## src/rtl/four_to_one_mux_if.sv

```systemverilog
// rtl/four_to_one_mux_if.sv - data, select and result bundle for four_to_one_mux
interface four_to_one_mux_if #(
  parameter int WIDTH = 1
);
  logic [WIDTH-1:0] a;
  logic [WIDTH-1:0] b;
  logic [WIDTH-1:0] c;
  logic [WIDTH-1:0] d;
  logic             s0;
  logic             s1;
  logic [WIDTH-1:0] out_b;
  logic [WIDTH-1:0] out_d;
  logic [WIDTH-1:0] out_g;
  logic             mismatch;

  modport master (
    output a, b, c, d, s0, s1,
    input  out_b, out_d, out_g, mismatch
  );

  modport slave (
    input  a, b, c, d, s0, s1,
    output out_b, out_d, out_g, mismatch
  );
endinterface

```

## src/rtl/four_to_one_mux.sv

```systemverilog
// rtl/four_to_one_mux.sv - 4:1 mux built three ways (behavioral, dataflow, gates), registered and cross-checked
module four_to_one_mux #(
  parameter int WIDTH = 1
) (
  input logic             clk,
  input logic             rst,
  four_to_one_mux_if.slave bus
);
  logic [WIDTH-1:0] sel_b;
  logic [WIDTH-1:0] sel_d;
  wire  [WIDTH-1:0] sel_g;
  wire              s0_n;
  wire              s1_n;

  always_comb begin
    sel_b = '0;
    case ({bus.s1, bus.s0})
      2'b00:   sel_b = bus.a;
      2'b01:   sel_b = bus.b;
      2'b10:   sel_b = bus.c;
      2'b11:   sel_b = bus.d;
      default: sel_b = '0;
    endcase
  end

  assign sel_d = ({WIDTH{~bus.s1 & ~bus.s0}} & bus.a)
               | ({WIDTH{~bus.s1 &  bus.s0}} & bus.b)
               | ({WIDTH{ bus.s1 & ~bus.s0}} & bus.c)
               | ({WIDTH{ bus.s1 &  bus.s0}} & bus.d);

  not u_inv_s0 (s0_n, bus.s0);
  not u_inv_s1 (s1_n, bus.s1);

  for (genvar i = 0; i < WIDTH; i++) begin : g_bit
    wire t0, t1, t2, t3;
    and u_and0 (t0, s1_n,   s0_n,   bus.a[i]);
    and u_and1 (t1, s1_n,   bus.s0, bus.b[i]);
    and u_and2 (t2, bus.s1, s0_n,   bus.c[i]);
    and u_and3 (t3, bus.s1, bus.s0, bus.d[i]);
    or  u_or   (sel_g[i], t0, t1, t2, t3);
  end

  // Comparison uses the registered results, so a disagreement flags one edge after capture.
  always_ff @(posedge clk) begin
    if (rst) begin
      bus.out_b    <= '0;
      bus.out_d    <= '0;
      bus.out_g    <= '0;
      bus.mismatch <= 1'b0;
    end else begin
      bus.out_b    <= sel_b;
      bus.out_d    <= sel_d;
      bus.out_g    <= sel_g;
      bus.mismatch <= bus.mismatch | (bus.out_b != bus.out_d) | (bus.out_b != bus.out_g);
    end
  end
endmodule

```

## src/flat_wrapper.sv

```systemverilog
// flat-port wrapper written by rule: the top's interface ports become plain ports
module four_to_one_mux_flat 
#(
  parameter int WIDTH = 1
)
  (clk, rst, bus_a, bus_b, bus_c, bus_d, bus_s0, bus_s1, bus_out_b, bus_out_d, bus_out_g, bus_mismatch);
  four_to_one_mux_if #(.WIDTH(WIDTH)) bus_i ();
  input logic clk;
  input logic rst;
  input wire logic [$bits(bus_i.a)-1:0] bus_a;
  input wire logic [$bits(bus_i.b)-1:0] bus_b;
  input wire logic [$bits(bus_i.c)-1:0] bus_c;
  input wire logic [$bits(bus_i.d)-1:0] bus_d;
  input wire logic [$bits(bus_i.s0)-1:0] bus_s0;
  input wire logic [$bits(bus_i.s1)-1:0] bus_s1;
  output wire logic [$bits(bus_i.out_b)-1:0] bus_out_b;
  output wire logic [$bits(bus_i.out_d)-1:0] bus_out_d;
  output wire logic [$bits(bus_i.out_g)-1:0] bus_out_g;
  output wire logic [$bits(bus_i.mismatch)-1:0] bus_mismatch;
  assign bus_i.a = bus_a;
  assign bus_i.b = bus_b;
  assign bus_i.c = bus_c;
  assign bus_i.d = bus_d;
  assign bus_i.s0 = bus_s0;
  assign bus_i.s1 = bus_s1;
  assign bus_out_b = bus_i.out_b;
  assign bus_out_d = bus_i.out_d;
  assign bus_out_g = bus_i.out_g;
  assign bus_mismatch = bus_i.mismatch;
  four_to_one_mux #(.WIDTH(WIDTH)) u_core (.clk(clk), .rst(rst), .bus(bus_i));
endmodule
```

## config.mk

```make
export PLATFORM = sky130hd
export DESIGN_NAME = four_to_one_mux_flat
export DESIGN_NICKNAME = d
export VERILOG_FILES = /design/src/rtl/four_to_one_mux_if.sv /design/src/rtl/four_to_one_mux.sv /design/src/flat_wrapper.sv
export SDC_FILE = /design/constraint.sdc
export NUM_CORES = 1
export LEC_CHECK = 0
export BUFFER_PORTS_ARGS = -buffer_cell sky130_fd_sc_hd__buf_2
export CAP_MARGIN = 20
export CORE_AREA = 2 2 39 41
export CTS_CLUSTER_SIZE = 8
export DETAILED_ROUTE_END_ITERATION = 6
export DIE_AREA = 0 0 41 43
export GPL_TIMING_DRIVEN = 0
export PLACE_DENSITY_LB_ADDON = 0.12
export SYNTH_ARGS = -nofsm -noshare
export SYNTH_HDL_FRONTEND = slang
export SYNTH_SLANG_ARGS = --single-unit
```

## constraint.sdc

```tcl
create_clock -name clk -period 1.8 [get_ports clk]
set_clock_uncertainty 0.05 [all_clocks]
set_input_delay 0.09 -clock clk [delete_from_list [all_inputs] [get_ports clk]]
set_output_delay 0.09 -clock clk [all_outputs]
set_load 0.005 [all_outputs]
```

Yosys cells after proc, flatten, opt, wreduce, memory -nomap -nowiden
Cells that the tools add are included.
{ "word_totals": {"regBits": 4, "inputBits": 8, "out_inout_bits": 4, "wordCells": 31} }
{ "classes": {"eq_ne": 5, "n_mux": 1, "n_bitwise": 15, "n_reduce_logical": 6} }
{ "op_table": {"columns": ["operator", "count"], "rows": [
  ["AND reduction 3 bit", 4],
  ["AND 1 bit", 8],
  ["OR 1 bit", 5],
  ["equality test 2 bit (second input constant)", 2],
  ["case mux 1 bit (4 select lines)", 1],
  ["OR reduction 4 bit", 1],
  ["equality test 2 x 1 -> 1 bit (second input constant)", 1],
  ["zero test 2 bit", 1],
  ["inequality test 1 bit", 2],
  ["inverter 1 bit", 2]
]} }

Depth between registers and ports, before layout
Gate-level depths: netlist (run 1).
{ "depth": {"depth_word": 6, "mapped_depth": 2} }

Worst setup path after synthesis (run 1)
OpenSTA, ideal clock, no wires.
{ "synth_path": {"path_type": "in2reg", "startpoint": "input port bus_s0", "endpoint": "register u_core.bus.out_b", "setup_ns": 0.114, "arrival_ns": 0.701, "slack_ns": 0.935, "cell_stages": 2, "path_cell_list": "mux4_2 > nor2b_1"} }
{ "synth_via": {"elab_chain_len": 2, "word_cells_on_any_way": 5} }
{ "synth_rtl": {"columns": ["item", "line", "rtl"], "rows": [
  ["start: declaration", "flat_wrapper.sv:14", "input wire logic [$bits(bus_i.s0)-1:0] bus_s0;"],
  ["equality test 2 bit, or another cell as far along", "four_to_one_mux.sv:17", "case ({bus.s1, bus.s0})"],
  ["case mux 1 bit (4 select lines) (*)", "four_to_one_mux.sv:17", null],
  ["end signal: assignment", "four_to_one_mux.sv:51", "bus.out_b <= sel_b;"],
  ["end: declaration", "four_to_one_mux_if.sv:23", "output out_b, out_d, out_g, mismatch"]
]} }
Every way passes the cells marked *; elsewhere a longest branch is shown, timed or not.
A chain may end at the register's enable or synchronous reset.

Worst setup path in the final report (run 1)
{ "layout_path": {"startpoint": "register u_core.bus.out_d", "endpoint": "register u_core.bus.mismatch"} }
{ "layout_via": {"elab_chain_len": 3} }
{ "layout_rtl": {"columns": ["item", "line", "rtl"], "rows": [
  ["start: declaration", "four_to_one_mux_if.sv:23", null],
  ["start signal: assignment", "four_to_one_mux.sv:52", "bus.out_d <= sel_d;"],
  ["inequality test 1 bit", "four_to_one_mux.sv:54", "bus.mismatch <= bus.mismatch | (bus.out_b != bus.out_d) | (bus.out_b != bus.out_g);"],
  ["OR 1 bit (2 in a row)", "four_to_one_mux.sv:54", null],
  ["end signal: assignment", "four_to_one_mux.sv:54", null],
  ["end: declaration", "four_to_one_mux_if.sv:23", null]
]} }
Every way passes these cells.

==> results of run 1 <==
[cells in the final DEF, fill, tap and decap left out, drive strengths merged]
cell	instances
buf	11
dfxtp	4
nor2b	3
clkbuf	3
mux4	1
nor4	1
and4b	1
nor3	1
[cell families after synthesis]
group,count (synthesis),share of synthesized area
mux,1,0.158
simple gates,6,0.281
flops,4,0.561
[routing by layer]
layer / track usage / vias to the layer above / wire length, µm
li1: - / 69 / -
met1: 0.0482 / 59 / 112
met2: 0.0656 / 13 / 164
met3: 0.0157 / 2 / 56
met4: 0.120 / 0 / 12
met5: 0 / - / 0
[cell type report]
cell class | instances | area [µm²] | area share
Clock buffer | 3 | 22.5 | 0.0938
Multi-Input combinational cell | 7 | 62.6 | 0.260
Sequential cell | 4 | 80.1 | 0.333
Tap cell | 16 | 20.0 | 0.0833
Timing Repair Buffer | 11 | 55.1 | 0.229
[metrics by stage]
step | utilization | area [µm²] | cells | hold WS, ps | setup WS [ps]
after global routing | 0.174 | 240 | 41 | 28.9 | 899
after floorplan | - | 143 | 11 | 112 | 935
final | 0.174 | 240 | 41 | 24.9 | 959
after detailed placement | 0.157 | 218 | 38 | 265 | 808
after CTS | 0.174 | 240 | 41 | 14.2 | 957
after global placement | 0.157 | 218 | 38 | 263 | 807
[worst min path at each step]
| stage | slack (ps) | end | start | depth (start not counted) |
|---|---|---|---|---|
| final | 20 | u_core.bus.out_b$_SDFF_PP0_ | rst | 2 |
| after global routing | 30 | u_core.bus.out_b$_SDFF_PP0_ | rst | 2 |
| after CTS | 10 | u_core.bus.out_b$_SDFF_PP0_ | rst | 2 |
| after detailed placement | 270 | u_core.bus.out_b$_SDFF_PP0_ | rst | 2 |
| after global placement | 260 | u_core.bus.out_d$_SDFF_PP0_ | rst | 2 |
| after floorplan | 110 | u_core.bus.out_b$_SDFF_PP0_ | rst | 1 |
[synthesized netlist by cell type]
library cell and number:
dfxtp_1 4, nor2b_1 3, and4b_1 1, mux4_2 1
nor3_1 1, nor4_1 1
[worst max-delay path: cells and delay by family (launching register included)]
kind,cells,cell delay (ps)
and+or+nand+nor,2,360
DFF,1,310
[state kept, by name, summed over array words and instances (netlist names)]
register	flops
u_core.bus.out_g	1
u_core.bus.out_d	1
u_core.bus.out_b	1
u_core.bus.mismatch	1
[where the power goes]
group | leakage [nW] | switching (mW) | internal (mW)
Sequential | 0.0334 | 0.00472 | 0.0971
Combinational | 0.0674 | 0.0104 | 0.0190
Clock | 0.0138 | 0.0340 | 0.0744
Total | 0.115 | 0.0491 | 0.190
==> flow_metrics.tcl, run 1 <==
set metrics [dict create \
    status "finished, final reports clean" \
    ant_nets 0 \
    synth_top_area_share 0.561 \
    ys_top_cells_by_area "dfxtp_1 (56%), mux4_2 (16%), nor2b_1 (13%)" \
    synthDistinctLibCells 6 \
    p_leak_nw 0.115 \
    critPathRequiredTime_ps 1860 \
    worstSkewPairLatency_ps 230 \
    slowest_stage "dfxtp_1" \
    ctsResizeCount 0 \
    vias 143 \
    cts_setup_buffers 0 \
    hold_viol 0 \
    grt_pass1_wl_um 558 \
    fp.dieArea_um2 1760 \
    final_layout_size_suffix_gt1_frac 0.600 \
    cts_buffer_depth 2 \
    htree_levels 1 \
    cp-endpoint "u_core.bus.mismatch$_SDFF_PP0_" \
    power_mw 0.240 \
    grt_usage 0.0572 \
    clkSlewWorstSetupHoldPaths_ps 40 \
    ir_worst_vdd_mv 0.174 \
    min_period_ps 841 \
    cts_hold_buf 0 \
    synth.avg_cell_area_um2 13.0 \
    cts_sinks 4 \
    antenna_found_initial 0 \
    rsz0062_at_grt "no" \
    ff2ff_path_depth 2 \
    io_pins 12 \
    root_buffer "clkbuf_4" \
    maxCapViolations 0 \
    regToRegSetupSlack_ps 960 \
    grt_max_degree 5 \
    initial_core_util 0.103 \
    die_y_um 43 \
    cts_tree "done" \
    die-width_um 41 \
    yosysWarnings 0 \
    numCtsBuffers 3 \
    worst_pin_slew_ps 241 \
    fin_crit_sh 0.467 \
    hp-class "primary input to register" \
    numPortBuffers 11 \
    route.final.wire_length_um 346 \
    rr_endpoint "u_core.bus.mismatch$_SDFF_PP0_" \
    crit_type "register to register" \
    crit_path_start "u_core.bus.out_d$_SDFF_PP0_" \
    crit_fanout 3 \
    globalplace.congestion 0.495 \
    cp.arrival_ps 900 \
    avgRoutedWirePerCell_um 8.44 \
    slew_viol_final 0 \
    fin_tns_setup_ps 0 \
    viasPerCell 3.49 \
    syn_area_um2 143 \
    syn_nets 19 \
    clock.fmax_mhz 1190 \
    cp-start-kind "register" \
    drc_errors 0 \
    setup_violations 0 \
    max_slew_margin 0.838 \
    synth_top_cell_by_area "dfxtp_1" \
    grt_pass1_vias 159 \
    syn_inst 11 \
    nNetsFinal 35 \
    path_cells "nor4_1 -> nor3_1" \
    critical-path-max-stage-delay_ps 310 \
    p_per_area_nw_per_um2 997 \
    area_delta_synth_final_pct 68.4 \
    synth_seq_cells 4 \
    first_pass_iters 2 \
    drt_iter0_markers 1 \
    fp.coreArea_um2 1380 \
    grt_remaining_overflow 0 \
    diodes 0 \
    ys_seq_area_frac 0.561 \
    fillers 163 \
    row_count 14 \
    crit_path_end_kind "register" \
    r2r_start "u_core.bus.out_d$_SDFF_PP0_" \
]
(Power assumes the default switching activity.)
==> inputs of run 2 (changes only) <==
- clock period: 1.8 -> 0.8 ns (I/O delays scaled with it)
==> run 2 against run 1 <==
Against the previous run:
- cell area rose by 8.9%
- critical endpoint unchanged
- non-clock buffer count up 1
- highest routed layer unchanged
- the run now ends with negative setup slack left
- first-iteration DRC count unchanged
- register-to-register slack worse by 970 ps
- largest power group unchanged
- power rose by 130%
- clock power rose by 130%
- global-route usage is the same
==> flow_metrics.tcl, run 2 (same netlist as run 1, synthesis figures left out) <==
set metrics [dict create \
    p_int_mw 0.438 \
    regToRegSetupSlack_ps -10 \
    first_pass_iters 2 \
    placedCellCount 38 \
    fin_ws_ps -11.1 \
    setup_violations 1 \
    layout_commonest_cell "buf_2" \
    cts_tree "done" \
    power_frac_seq 0.427 \
    drc_errors 0 \
    cp-start-kind "register" \
    worst_pin_slew_ps 195 \
    rsz0062_at_grt "yes" \
    worstSkewPairLatency_ps 230 \
    grt_remaining_overflow 0 \
    holdPathEnd "u_core.bus.out_b$_SDFF_PP0_" \
    switchingPower_mw 0.114 \
    rr_endpoint "u_core.bus.mismatch$_SDFF_PP0_" \
    ir_worst_vdd_mv 0.392 \
    slew_viol_final 0 \
    numPortBuffers 11 \
    io_pins 12 \
    grt_usage 0.0572 \
    fillers 161 \
    root_buffer "clkbuf_4" \
    area_delta_synth_final_pct 83.3 \
    htree_levels 1 \
    viasPerCell 3.50 \
    critPathRequiredTime_ps 900 \
    crit_type "register to register" \
    layout_common_cells "buf_2 (11), dfxtp_2 (4), nor2b_1 (3), clkbuf_4 (3)" \
    initial_core_util 0.103 \
    grt_pass1_vias 159 \
    cp.arrival_ps 910 \
    ant_nets 0 \
    avgRoutedWirePerCell_um 8.45 \
    comb_power_share 0.131 \
    ff2ff_path_depth 2 \
    design_area_um2 262 \
    die_y_um 43 \
    fp.coreArea_um2 1380 \
    hold_viol 0 \
    globalplace.congestion 0.495 \
    r2r_start "u_core.bus.mismatch$_SDFF_PP0_" \
    clock.fmax_mhz 1230 \
    maxCapViolations 0 \
    grt_max_degree 5 \
    cts_buffer_depth 2 \
    crit_path_end_kind "register" \
    route.final.wire_length_um 355 \
    diodes 0 \
    min_period_ps 811 \
    vias 147 \
    die-width_um 41 \
    cts_sinks 4 \
    dpl_cell_area_um2 218 \
    fp.dieArea_um2 1760 \
    grt_pass1_wl_um 558 \
    fin_cells 42 \
    p_per_area_nw_per_um2 2110 \
    post-route-util 0.189 \
    p_clk_frac 0.442 \
    status "finished, violations left" \
    numCtsBuffers 3 \
    hp-class "primary input to register" \
    final_layout_size_suffix_gt1_frac 0.769 \
    p_leak_nw 0.121 \
    min_path_cells 3 \
    max_slew_margin 0.869 \
    row_count 14 \
    clkSlewWorstSetupHoldPaths_ps 40 \
    crit_fanout 3 \
    drt_iter0_markers 1 \
    nNetsFinal 36 \
    antenna_found_initial 0 \
    worstHoldStart "bus_s1" \
    violations "negative setup slack" \
    fin_crit_sh 1.01 \
    swShare 0.206 \
]
-- run 2: worst max-delay path by stage --
stage,startpoint,to,slack (ps),depth (start not counted)
after CTS,u_core.bus.mismatch$_SDFF_PP0_,u_core.bus.mismatch$_SDFF_PP0_,-20,2
after floorplan,bus_s0,u_core.bus.out_b$_SDFF_PP0_,-20,2
after global routing,u_core.bus.out_g$_SDFF_PP0_,u_core.bus.mismatch$_SDFF_PP0_,-50,2
final,u_core.bus.mismatch$_SDFF_PP0_,u_core.bus.mismatch$_SDFF_PP0_,-10,2
after detailed placement,bus_s0,u_core.bus.out_g$_SDFF_PP0_,-140,3
after global placement,bus_s0,u_core.bus.out_b$_SDFF_PP0_,-140,3
-- run 2: metrics by stage --
step	TNS (ps)	worst slack [ps]	power [mW]	hold WS [ps]
final	-11.1	-11.1	0.552	172
after CTS	-21.6	-21.6	0.572	164
after floorplan	-45.5	-15.1	0.259	61.6
after global placement	-424	-143	0.298	213
after detailed placement	-445	-142	0.300	215
after global routing	-53.8	-53.8	0.594	199
-- run 2: critical path, stage by stage (launching register included) --
cell and delay, ps:
dfxtp_2 330, and4b_1 190, nor3_1 150
-- run 2: power by group through the flow --
stage	clock, mW	sequential, mW	combinational [mW]
6_report	0.244	0.236	0.0722
4_1_cts	0.262	0.236	0.0736
3_5_place_dp	0	0.232	0.0672
5_1_grt	0.274	0.238	0.0817
3_3_place_gp	0	0.232	0.0659
2_1_floorplan	0	0.234	0.0257
-- run 2: layout make-up --
class,count,area (µm²),share of cell area
Sequential cell,4,85.1,0.325
Multi-Input combinational cell,7,68.8,0.263
Timing Repair Buffer,12,65.1,0.249
Clock buffer,3,22.5,0.0861
Tap cell,16,20.0,0.0766
-- run 2: metal layers --
| metal | up-vias | part of all wire | track usage |
|---|---|---|---|
| li1 | 71 | - | - |
| met1 | 61 | 0.34 | 0.0482 |
| met2 | 13 | 0.48 | 0.0656 |
| met3 | 2 | 0.14 | 0.0157 |
| met4 | 0 | 0.034 | 0.120 |
| met5 | - | 0 | 0 |
-- run 2: timing repair --
item,CTS,global route
endpoints found under the setup margin,1,1
pin swaps,2,0
hold buffers,1,0
endpoints found under the hold margin,4,0
setup buffers,0,0
resized for setup,5,0
==> inputs of run 3 (changes only) <==
- SKIP_LAST_GASP: not set -> 1
==> run 3 against run 2 <==
Against the previous run:
- core utilization unchanged
- clock power about the same
- wire length up 1.1%
- the run still ends with negative setup slack left
- non-clock buffer count unchanged
==> flow_metrics.tcl, run 3 (same netlist as run 1, synthesis figures left out) <==
set metrics [dict create \
    antenna_found_initial 0 \
    cp-start-kind "register" \
    ant_nets 0 \
    min_path_cells 3 \
    maxCapViolations 0 \
    avgRoutedWirePerCell_um 8.55 \
    min_period_ps 809 \
    diodes 0 \
    fp.dieArea_um2 1760 \
    grt_remaining_overflow 0 \
    setup_violations 1 \
    drc_errors 0 \
    worst_pin_slew_ps 195 \
    p_leak_nw 0.121 \
    crit_fanout 3 \
    grt_usage 0.0572 \
    cts_setup_buffers 0 \
    globalplace.congestion 0.495 \
    path_cells "and4b_1 -> nor3_1" \
    design_area_um2 262 \
    grt_max_degree 5 \
    critical-path-max-stage-delay_ps 330 \
    fin_crit_sh 1.01 \
    power_mw 0.552 \
    die-width_um 41 \
    hold_viol 0 \
    fp.coreArea_um2 1380 \
    fin_ws_ps -9.25 \
    status "finished, violations left" \
    grt_pass1_wl_um 558 \
    drt_iter0_markers 2 \
    die_y_um 43 \
    cts_sinks 4 \
    first_pass_iters 2 \
    slew_viol_final 0 \
    row_count 14 \
    layout_common_cells "buf_2 (11), dfxtp_2 (4), nor2b_1 (3), clkbuf_4 (3)" \
    cts_tree "done" \
    clock.fmax_mhz 1240 \
    numPortBuffers 11 \
    vias 151 \
    grt_pass1_vias 159 \
    rsz0062_at_grt "yes" \
    crit_type "register to register" \
    io_pins 12 \
    ir_worst_vdd_mv 0.392 \
    numCtsBuffers 3 \
    p_per_area_nw_per_um2 2110 \
    nNetsFinal 36 \
    initial_core_util 0.103 \
    max_slew_margin 0.869 \
    crit_path_end_kind "register" \
    critPathRequiredTime_ps 900 \
    dpl_cell_area_um2 218 \
    viasPerCell 3.60 \
    final_layout_size_suffix_gt1_frac 0.769 \
    slowest_stage "dfxtp_2" \
    ff2ff_path_depth 2 \
    violations "negative setup slack" \
    layout_commonest_cell "buf_2" \
    fin_tns_setup_ps -9.25 \
    cts_buffer_depth 2 \
    whs_ps 172 \
    htree_levels 1 \
    clkSlewWorstSetupHoldPaths_ps 40 \
    cp.arrival_ps 910 \
    root_buffer "clkbuf_4" \
    area_delta_synth_final_pct 83.3 \
    worstSkewPairLatency_ps 230 \
    hp-class "primary input to register" \
    route.final.wire_length_um 359 \
]
==> run 3: cell counts in the layout (fill, tap and decap cells not counted) <==
No cell type changed its count.
==> run 3: worst paths after layout <==
path | start | endpoint | slack [ps]
worst max-delay path | u_core.bus.mismatch$_SDFF_PP0_ | u_core.bus.mismatch$_SDFF_PP0_ | -9
worst min register to register | u_core.bus.out_d$_SDFF_PP0_ | u_core.bus.mismatch$_SDFF_PP0_ | 490
worst min-delay path | bus_s1 | u_core.bus.out_b$_SDFF_PP0_ | 170
worst max register to register | u_core.bus.mismatch$_SDFF_PP0_ | u_core.bus.mismatch$_SDFF_PP0_ | -9
==> run 3: power by group <==
part	internal, mW	switching, mW
clock network	0.167	0.0764
registers	0.222	0.0138
logic	0.0484	0.0240
total	0.438	0.114
==> run 3: repair_timing <==
action,in CTS,in global routing
setup endpoints to repair,1,2
hold buffers,1,0
endpoints found under the hold margin,4,0
resized for setup,4,1
pin swaps,2,1
==> run 3: critical path: cells and delay by family, from the launching register on <==
kind,cells,cell delay (ps)
flip-flops,1,330
AND/OR/NAND/NOR,2,340
==> run 3: cell type report <==
type,count,area (µm²)
multi-input cells,7,68.8
repair buffers,12,65.1
clock buffers,3,22.5
flip-flops and latches,4,85.1
well taps,16,20.0
fillers,161,1120
==> run 3: metrics by stage <==
stage	setup slack (ps)	instances	util
floorplan	-15.1	11	-
finish	-9.25	42	0.189
detailed placement	-142	38	0.157
CTS	-21.6	42	0.188
global placement	-143	38	0.157
global route	-52.0	42	0.189
==> run 3: layer usage <==
metal | GRT usage | up-vias | wire length, µm
li1 | - | 71 | -
met1 | 0.0482 | 65 | 122
met2 | 0.0656 | 13 | 172
met3 | 0.0157 | 2 | 50
met4 | 0.120 | 0 | 12
met5 | 0 | - | 0
